## config.mk

```make
export PLATFORM = sky130hd
export DESIGN_NAME = wash_sequencer
export DESIGN_NICKNAME = d
export VERILOG_FILES = /design/src/rtl/wash_pkg.sv /design/src/rtl/wash_phase_timer.sv /design/src/rtl/wash_sequencer.sv
export SDC_FILE = /design/constraint.sdc
export NUM_CORES = 1
export LEC_CHECK = 0
export ABC_AREA = 1
export BUFFER_PORTS_ARGS = -buffer_cell sky130_fd_sc_hd__buf_2
export CAP_MARGIN = 20
export CELL_PAD_IN_SITES_DETAIL_PLACEMENT = 0
export CELL_PAD_IN_SITES_GLOBAL_PLACEMENT = 1
export CORE_UTILIZATION = 42
export DETAILED_ROUTE_END_ITERATION = 8
export PLACE_DENSITY_LB_ADDON = 0.2
export SYNTH_ARGS = -nofsm -noshare
export SYNTH_HDL_FRONTEND = slang
export SYNTH_HIERARCHICAL = 1
export SYNTH_SLANG_ARGS = --single-unit
```

## constraint.sdc

```tcl
create_clock -name clk -period 3 [get_ports clk]
set_clock_uncertainty 0.15 [all_clocks]
set_input_delay 0.75 -clock clk [delete_from_list [all_inputs] [get_ports clk]]
set_output_delay 0.75 -clock clk [all_outputs]
set_load 0.05 [all_outputs]
```

## src/rtl/wash_pkg.sv

```systemverilog
// Shared encodings and timing helpers for the washer program sequencer.
// State and program codes are plain constants so legacy display drivers can decode them.
package wash_pkg;

  localparam logic [3:0] ST_IDLE  = 4'd0;
  localparam logic [3:0] ST_FILL  = 4'd1;
  localparam logic [3:0] ST_WASH  = 4'd2;
  localparam logic [3:0] ST_RINSE = 4'd3;
  localparam logic [3:0] ST_DRAIN = 4'd4;
  localparam logic [3:0] ST_SPIN  = 4'd5;
  localparam logic [3:0] ST_DONE  = 4'd6;

  localparam logic [2:0] PROG_WRS  = 3'd0;
  localparam logic [2:0] PROG_W    = 3'd1;
  localparam logic [2:0] PROG_WR   = 3'd2;
  localparam logic [2:0] PROG_R    = 3'd3;
  localparam logic [2:0] PROG_RS   = 3'd4;
  localparam logic [2:0] PROG_S    = 3'd5;
  localparam logic [2:0] PROG_LAST = PROG_S;

  typedef enum logic [1:0] {SEG_WASH, SEG_RINSE, SEG_SPIN} seg_e;

  typedef struct packed {
    logic has_wash;
    logic has_rinse;
    logic has_spin;
  } seg_mask_t;

  function automatic seg_mask_t seg_mask(input logic [2:0] prog);
    seg_mask_t m;
    case (prog)
      PROG_WRS: m = 3'b111;
      PROG_W:   m = 3'b100;
      PROG_WR:  m = 3'b110;
      PROG_R:   m = 3'b010;
      PROG_RS:  m = 3'b011;
      PROG_S:   m = 3'b001;
      default:  m = 3'b000;
    endcase
    return m;
  endfunction

  function automatic int unsigned phase_duration(input logic [3:0] st, input int unsigned level,
                                                 input int unsigned wash_t, input int unsigned rinse_t,
                                                 input int unsigned spin_t, input int unsigned max_v);
    int unsigned d;
    case (st)
      ST_FILL, ST_DRAIN: d = level;
      ST_WASH:           d = wash_t;
      ST_RINSE:          d = rinse_t;
      ST_SPIN:           d = spin_t;
      default:           d = 0;
    endcase
    return (d > max_v) ? max_v : d;
  endfunction

  function automatic int unsigned total_time(input logic [2:0] prog, input int unsigned level,
                                             input int unsigned wash_t, input int unsigned rinse_t,
                                             input int unsigned spin_t, input int unsigned rinse_cnt,
                                             input int unsigned max_v);
    seg_mask_t m;
    longint unsigned sum;
    m   = seg_mask(prog);
    sum = 64'd0;
    if (m.has_wash)  sum = sum + 64'(level) * 64'd2 + 64'(wash_t);
    if (m.has_rinse) sum = sum + 64'(rinse_cnt) * (64'(level) * 64'd2 + 64'(rinse_t));
    if (m.has_spin)  sum = sum + 64'(spin_t);
    return (sum > 64'(max_v)) ? max_v : 32'(sum);
  endfunction

endpackage

```

## src/rtl/wash_phase_timer.sv

```systemverilog
// Tick-gated phase and program down-counters with load, reload-on-terminal and clear.
module wash_phase_timer #(
  parameter int TIME_W = 8
) (
  input  logic              clk,
  input  logic              reset,
  input  logic              load,
  input  logic              count,
  input  logic              clear,
  input  logic [TIME_W-1:0] phase_val,
  input  logic [TIME_W-1:0] total_val,
  output logic [TIME_W-1:0] phase_left,
  output logic [TIME_W-1:0] total_left,
  output logic              phase_done
);

  logic [TIME_W-1:0] phase_left_reg;
  logic [TIME_W-1:0] total_left_reg;

  assign phase_done = (phase_left_reg == TIME_W'(1));

  always_ff @(posedge clk) begin
    if (reset || clear) begin
      phase_left_reg <= '0;
      total_left_reg <= '0;
    end else if (load) begin
      phase_left_reg <= phase_val;
      total_left_reg <= total_val;
    end else if (count) begin
      // The terminal tick reloads with the following phase's length.
      phase_left_reg <= phase_done ? phase_val : phase_left_reg - TIME_W'(1);
      if (total_left_reg != '0) total_left_reg <= total_left_reg - TIME_W'(1);
    end
  end

  assign phase_left = phase_left_reg;
  assign total_left = total_left_reg;

endmodule

```

## src/rtl/wash_sequencer.sv

```systemverilog
// Washing-machine program sequencer: wash/rinse/spin segments timed on an external tick.
// Optional door interlock (adds door_open) is enabled by defining WASH_DOOR_INTERLOCK_EN.
module wash_sequencer
  import wash_pkg::*;
#(
  parameter int WEIGHT_W     = 3,
  parameter int MAX_WEIGHT   = 6,
  parameter int LEVEL_PER_KG = 2,
  parameter int LEVEL_W      = 8,
  parameter int TIME_W       = 8,
  parameter int WASH_T       = 9,
  parameter int RINSE_T      = 6,
  parameter int SPIN_T       = 3,
  parameter int RINSE_CNT    = 1,
  parameter int BEEP_TICKS   = 4
) (
  input  logic                clk,
  input  logic                reset,
  input  logic                tick,
  input  logic                start_pause,
  input  logic                mode_next,
`ifdef WASH_DOOR_INTERLOCK_EN
  input  logic                door_open,
`endif
  input  logic [WEIGHT_W-1:0] weight,
  // Selected program; `program` is a reserved word, hence program_sel.
  output logic [2:0]          program_sel,
  output logic [3:0]          state,
  output logic                running,
  output logic                paused,
  output logic                wash_led,
  output logic                rinse_led,
  output logic                spin_led,
  output logic                fill_valve,
  output logic                drain_valve,
  output logic [LEVEL_W-1:0]  water_level,
  output logic [TIME_W-1:0]   phase_left,
  output logic [TIME_W-1:0]   total_left,
  output logic                done_beep
);

  localparam int unsigned TIME_MAX   = 32'((64'd1 << TIME_W) - 64'd1);
  localparam logic [7:0]  RINSE_INIT = 8'(RINSE_CNT);
  localparam logic [7:0]  BEEP_INIT  = 8'(BEEP_TICKS);

  logic [3:0]         state_reg;
  logic [2:0]         program_reg;
  logic               paused_reg;
  seg_e               seg_reg;
  logic [7:0]         rinse_left_reg;
  logic [LEVEL_W-1:0] level_tgt_reg;
  logic [LEVEL_W-1:0] water_level_reg;
  logic [7:0]         beep_cnt_reg;
  logic               parity_reg;

  logic               door_block;
  logic               active;
  logic               start_go;
  logic               count;
  logic               phase_done;
  logic [WEIGHT_W-1:0] weff;
  logic [LEVEL_W-1:0] level_now;
  logic [LEVEL_W-1:0] level_sel;
  seg_mask_t          mask;
  logic [3:0]         first_state, adv_state, sel_state;
  seg_e               first_seg, adv_seg;
  logic [7:0]         adv_rinse_left;
  logic [TIME_W-1:0]  phase_val, total_val;

`ifdef WASH_DOOR_INTERLOCK_EN
  assign door_block = door_open;
`else
  assign door_block = 1'b0;
`endif

  assign active   = (state_reg != ST_IDLE) && (state_reg != ST_DONE);
  assign start_go = !active && start_pause && !door_block;
  assign count    = active && tick && !paused_reg;
  assign mask     = seg_mask(program_reg);

  assign weff = (weight == '0) ? WEIGHT_W'(1) :
                (int'(weight) > MAX_WEIGHT) ? WEIGHT_W'(MAX_WEIGHT) : weight;
  assign level_now = LEVEL_W'(int'(weff) * LEVEL_PER_KG);
  assign level_sel = active ? level_tgt_reg : level_now;

  always_comb begin
    first_state = ST_SPIN;
    first_seg   = SEG_SPIN;
    if (mask.has_wash) begin
      first_state = ST_FILL;
      first_seg   = SEG_WASH;
    end else if (mask.has_rinse) begin
      first_state = ST_FILL;
      first_seg   = SEG_RINSE;
    end
  end

  always_comb begin
    adv_state      = state_reg;
    adv_seg        = seg_reg;
    adv_rinse_left = rinse_left_reg;
    case (state_reg)
      ST_FILL:           adv_state = (seg_reg == SEG_RINSE) ? ST_RINSE : ST_WASH;
      ST_WASH, ST_RINSE: adv_state = ST_DRAIN;
      ST_DRAIN: begin
        if (seg_reg == SEG_WASH && mask.has_rinse) begin
          adv_state      = ST_FILL;
          adv_seg        = SEG_RINSE;
          adv_rinse_left = RINSE_INIT;
        end else if (seg_reg == SEG_RINSE && rinse_left_reg > 8'd1) begin
          adv_state      = ST_FILL;
          adv_rinse_left = rinse_left_reg - 8'd1;
        end else if (mask.has_spin) begin
          adv_state = ST_SPIN;
          adv_seg   = SEG_SPIN;
        end else begin
          adv_state = ST_DONE;
        end
      end
      ST_SPIN: adv_state = ST_DONE;
      default: adv_state = state_reg;
    endcase
  end

  assign sel_state = active ? adv_state : first_state;
  assign phase_val = TIME_W'(phase_duration(sel_state, 32'(level_sel), WASH_T, RINSE_T, SPIN_T, TIME_MAX));
  assign total_val = TIME_W'(total_time(program_reg, 32'(level_now), WASH_T, RINSE_T, SPIN_T,
                                        RINSE_CNT, TIME_MAX));

  wash_phase_timer #(.TIME_W(TIME_W)) u_timer (
    .clk        (clk),
    .reset      (reset),
    .load       (start_go),
    .count      (count),
    .clear      (count && phase_done && (adv_state == ST_DONE)),
    .phase_val  (phase_val),
    .total_val  (total_val),
    .phase_left (phase_left),
    .total_left (total_left),
    .phase_done (phase_done)
  );

  always_ff @(posedge clk) begin
    if (reset) begin
      state_reg       <= ST_IDLE;
      program_reg     <= PROG_WRS;
      paused_reg      <= 1'b0;
      seg_reg         <= SEG_WASH;
      rinse_left_reg  <= '0;
      level_tgt_reg   <= '0;
      water_level_reg <= '0;
      beep_cnt_reg    <= '0;
      parity_reg      <= 1'b0;
    end else begin
      if (tick) parity_reg <= ~parity_reg;
      if (!active) begin
        if (start_go) begin
          state_reg      <= first_state;
          seg_reg        <= first_seg;
          rinse_left_reg <= RINSE_INIT;
          level_tgt_reg  <= level_now;
          paused_reg     <= 1'b0;
          beep_cnt_reg   <= '0;
        end else if (mode_next) begin
          program_reg  <= (program_reg == PROG_LAST) ? PROG_WRS : program_reg + 3'd1;
          state_reg    <= ST_IDLE;
          beep_cnt_reg <= '0;
        end else if (state_reg == ST_DONE && tick && beep_cnt_reg != '0) begin
          beep_cnt_reg <= beep_cnt_reg - 8'd1;
        end
      end else begin
        // An open door holds the pause and masks any attempt to resume.
        if (door_block)       paused_reg <= 1'b1;
        else if (start_pause) paused_reg <= ~paused_reg;
        if (count) begin
          if (state_reg == ST_FILL)
            water_level_reg <= water_level_reg + LEVEL_W'(1);
          else if (state_reg == ST_DRAIN && water_level_reg != '0)
            water_level_reg <= water_level_reg - LEVEL_W'(1);
          if (phase_done) begin
            state_reg      <= adv_state;
            seg_reg        <= adv_seg;
            rinse_left_reg <= adv_rinse_left;
            if (adv_state == ST_DONE) begin
              water_level_reg <= '0;
              beep_cnt_reg    <= BEEP_INIT;
            end
          end
        end
      end
    end
  end

  logic blink;
  logic wet_phase;
  assign blink     = !paused_reg || parity_reg;
  assign wet_phase = (state_reg == ST_FILL) || (state_reg == ST_WASH) ||
                     (state_reg == ST_RINSE) || (state_reg == ST_DRAIN);

  assign program_sel = program_reg;
  assign state       = state_reg;
  assign running     = active;
  assign paused      = paused_reg;
  assign wash_led    = wet_phase && (seg_reg == SEG_WASH) && blink;
  assign rinse_led   = wet_phase && (seg_reg == SEG_RINSE) && blink;
  assign spin_led    = (state_reg == ST_SPIN) && blink;
  assign fill_valve  = (state_reg == ST_FILL) && !paused_reg;
  assign drain_valve = (state_reg == ST_DRAIN) && !paused_reg;
  assign water_level = water_level_reg;
  assign done_beep   = (beep_cnt_reg != '0);

endmodule
```

==> flow_summary.yaml <==
critical_path:
  crit_family: "simple AND/OR/NAND/NOR gates"
  slowest_stage: "dfxtp_1"
  worstSetupEndpointType: "output pin"
  cp_slowest_stage_delay_ns: 0.35
  reg2reg_setup_slack_ns: 0.41
  crit_fanout: 7
  r2r-end: "u_timer/total_left[6]"
  start_kind: "flip-flop"
  r2r_start: "program_sel[0]"
  crit_arrival_ns: 1.78
  required_ns: 2.10
  rr_worst_depth: 17
  crit_path_cell_trace: "inv_1 > nand2_2 > nor2_4 > a21oi_4 > nor4_1 > buf_2"
  critical_path_class: "reg -> out"
  cp_num_buf_inv: 2
global_routing:
  grt_start_max_net_pins: 19
  grt.total_usage_pct: 21.28
  grt_pass1_wl_mm: 17.42
  grt-ovfl-total: 0
  grt_pass1_vias: 3824
  antenna_found_initial: 0
yosys:
  syn_avg_cell_area_um2: 6.385
  yosysWarnings: 6
  synth_top_cell_by_area: "dfxtp_1"
  ys_seq_elements: 54
  ys_seq_area_share_pct: 26.49
  synth-main-ff-cell: "dfxtp_1"
  async_flop_share_pct: 0
  synth_cell_types: 47
  synth_top_area_share_pct: 26.49
  synthTopCellsByArea: "dfxtp_1 26%, nand2_1 13%, inv_1 7.7%"
  synth-edff-count: 0
  synth_area_mm2: 0.004080
  synthCells: 639
die:
  die_area_mm2: 0.01011
  io_pins: 47
  floorplan.die.width_um: 100.6
  floorplan.rows: 35
  fp.coreArea_mm2: 0.009328
  initial_core_util_pct: 43.74
  fp.dieH_um: 100.6
timing:
  setup-violations-final: 0
  maxSlewHeadroom_pct: 63.91
  hold_viol_final: 0
  fin_crit_sh_pct: 89.43
  fmax_mhz: 372.7
  worstMarginPinSlew_ns: 0.5394
  slew_violations: 0
  timing.setup.tns_ns: 0
  rsz0062_at_grt: "false"
  min_period_ns: 2.683
drt:
  detail-route-antenna-nets: 0
  dr.pass1.iters: 6
  via_per_inst: 5.002
  route.detailed.drc: 0
  wl_per_cell_um: 12.48
  vias: 4112
  drt-initial-drc-count: 119
  totalWireLength_mm: 10.26
cts:
  cts_tree: "built"
  clkSinkCount: 54
  cts_max_level: 2
  cts_buffer_depth: 2
  clk_pin_slew_ns: 0.10
  cts_made_buffers: 5
  ctsHoldBuffers: 0
  cts_resized: 0
  root_buffer: "clkbuf_8"
  post_cts_buffers: 0
  worstSkewPairLatency_ns: 0.32
place:
  gp_congestion: 0.8591
  io_buffers: 46
  dp_hpwl_mm: 7.923
run_status:
  outcome: "finished, final reports clean"
finish:
  drive_gt1_share_pct: 17.75
  final_nets: 718
  diodes: 0
  synthToLayoutAreaGrowth_pct: 12.63
min_path:
  hp-class: "reg -> reg"
  min_from: "seg_reg[0]"
  hold_end: "seg_reg[0]"
  hold_path_depth: 2
job:
  maxCapViolations: 0
## worst register-to-register path, cell delays in order, from the launching register on
cell and delay [ns]:
dfxtp_1 0.36, nand2_1 0.07, inv_1 0.06, nor2_1 0.23, inv_1 0.15, nand2_1 0.08, ha_1 0.22, o21ai_0 0.24
inv_1 0.09, ha_1 0.20, inv_1 0.05, nor2_1 0.06, nand3_1 0.09, xor2_1 0.15, nor2_1 0.06, nor2_1 0.10
nand2_1 0.05, a21oi_1 0.12
## layout by cell type (no fill, tap or decap), types with 2 or more instances in the layout
cell type	instances
o21a_1	2
a21oi_1	32
or2_2	5
ha_1	18
nand2_1	140
clkbuf_8	8
or2_0	2
a21oi_2	7
nand2_4	3
buf_4	7
inv_1	84
dfxtp_1	54
nand2_2	8
nor3b_1	2
nor2_2	8
nand3b_1	2
a31oi_1	3
buf_2	46
xnor2_1	6
a211oi_1	2
inv_2	13
o21ai_1	12
conb_1	4
nor4_1	2
nor2_4	6
nand4_1	6
nor2_1	74
o21ai_2	3
nand3_1	50
nor3_1	9
o21ai_0	46
xor2_1	15
## cells in the mapped netlist, types with 2 or more instances
| cell | instances |
|---|---|
| nand2_2 | 8 |
| a21oi_2 | 7 |
| nor3b_1 | 2 |
| nor2_2 | 8 |
| inv_2 | 13 |
| nand2_4 | 3 |
| inv_1 | 84 |
| a21oi_1 | 32 |
| nor4_1 | 2 |
| nand4_1 | 6 |
| o21a_1 | 2 |
| xor2_1 | 15 |
| ha_1 | 18 |
| nand3b_1 | 2 |
| nor3_1 | 9 |
| a31oi_1 | 3 |
| nor2_4 | 6 |
| xnor2_1 | 6 |
| nand2_1 | 140 |
| o21ai_0 | 46 |
| nand3_1 | 50 |
| clkbuf_1 | 7 |
| nor2_1 | 74 |
| or2_2 | 5 |
| dfxtp_1 | 54 |
| a211oi_1 | 2 |
| o21ai_1 | 12 |
| o21ai_2 | 3 |
| or2_0 | 2 |
## area by class of cell
| cell class | instances | area, um^2 |
|---|---|---|
| Clock buffer | 8 | 110.1 |
| Tap cell | 129 | 161.4 |
| Multi-Input combinational cell | 479 | 2581 |
| Inverter | 99 | 379.1 |
| Timing Repair Buffer | 53 | 282.8 |
| Fill cell | 1021 | 4732 |
| Sequential cell | 54 | 1081 |
## worst max path at each step
stage / startpoint / endpoint / slack [ns] / depth (start not counted)
after floorplan: state[2] / rinse_led / -0.50 / 4
after global placement: weight[1] / u_timer/total_left[7] / 0.15 / 14
after detailed placement: weight[1] / u_timer/total_left[6] / 0.03 / 16
after CTS: state[0] / wash_led / 0.28 / 6
after global routing: program_sel[0] / u_timer/total_left[6] / 0.05 / 17
final: state[0] / wash_led / 0.32 / 6
## per-stage QoR
step | area [um^2] | hold slack [ns] | util [%] | worst slack (ns) | std cells
3_3_place_gp | 4486 | 0.3179 | 48.09 | 0.1450 | 814
3_5_place_dp | 4486 | 0.3235 | 48.09 | 0.03282 | 814
4_1_cts | 4596 | 0.3394 | 49.27 | 0.2827 | 822
5_1_grt | 4596 | 0.3569 | 49.27 | 0.04744 | 822
6_report | 4596 | 0.3380 | 49.27 | 0.3171 | 822
2_1_floorplan | 4091 | 0.3021 | - | -0.4984 | 642
## routing by layer
layer | vias to the layer above | GRT usage, % | part of all wire (%)
li1 | 2144 | - | -
met3 | 7 | 3.259 | 3.6
met2 | 62 | 37.30 | 47
met4 | 0 | 6.132 | 0.93
met1 | 1899 | 26.95 | 48
met5 | - | 0 | 0
## cells by family after synthesis
| family | Yosys count | synth area share [%] |
|---|---|---|
| AO/OA/AOI/OAI | 114 | 16.22 |
| XOR/XNOR | 21 | 4.508 |
| adder cells (fa/ha/maj) | 18 | 5.520 |
| buffers and inverters | 109 | 10.52 |
| flip-flops | 54 | 26.50 |
| other | 1 | 0.09191 |
| AND/OR/NAND/NOR | 322 | 36.65 |
Power is left out: the tool's default activity adds up to more than one toggle a clock period on the data nets, which glitch-free logic cannot reach.
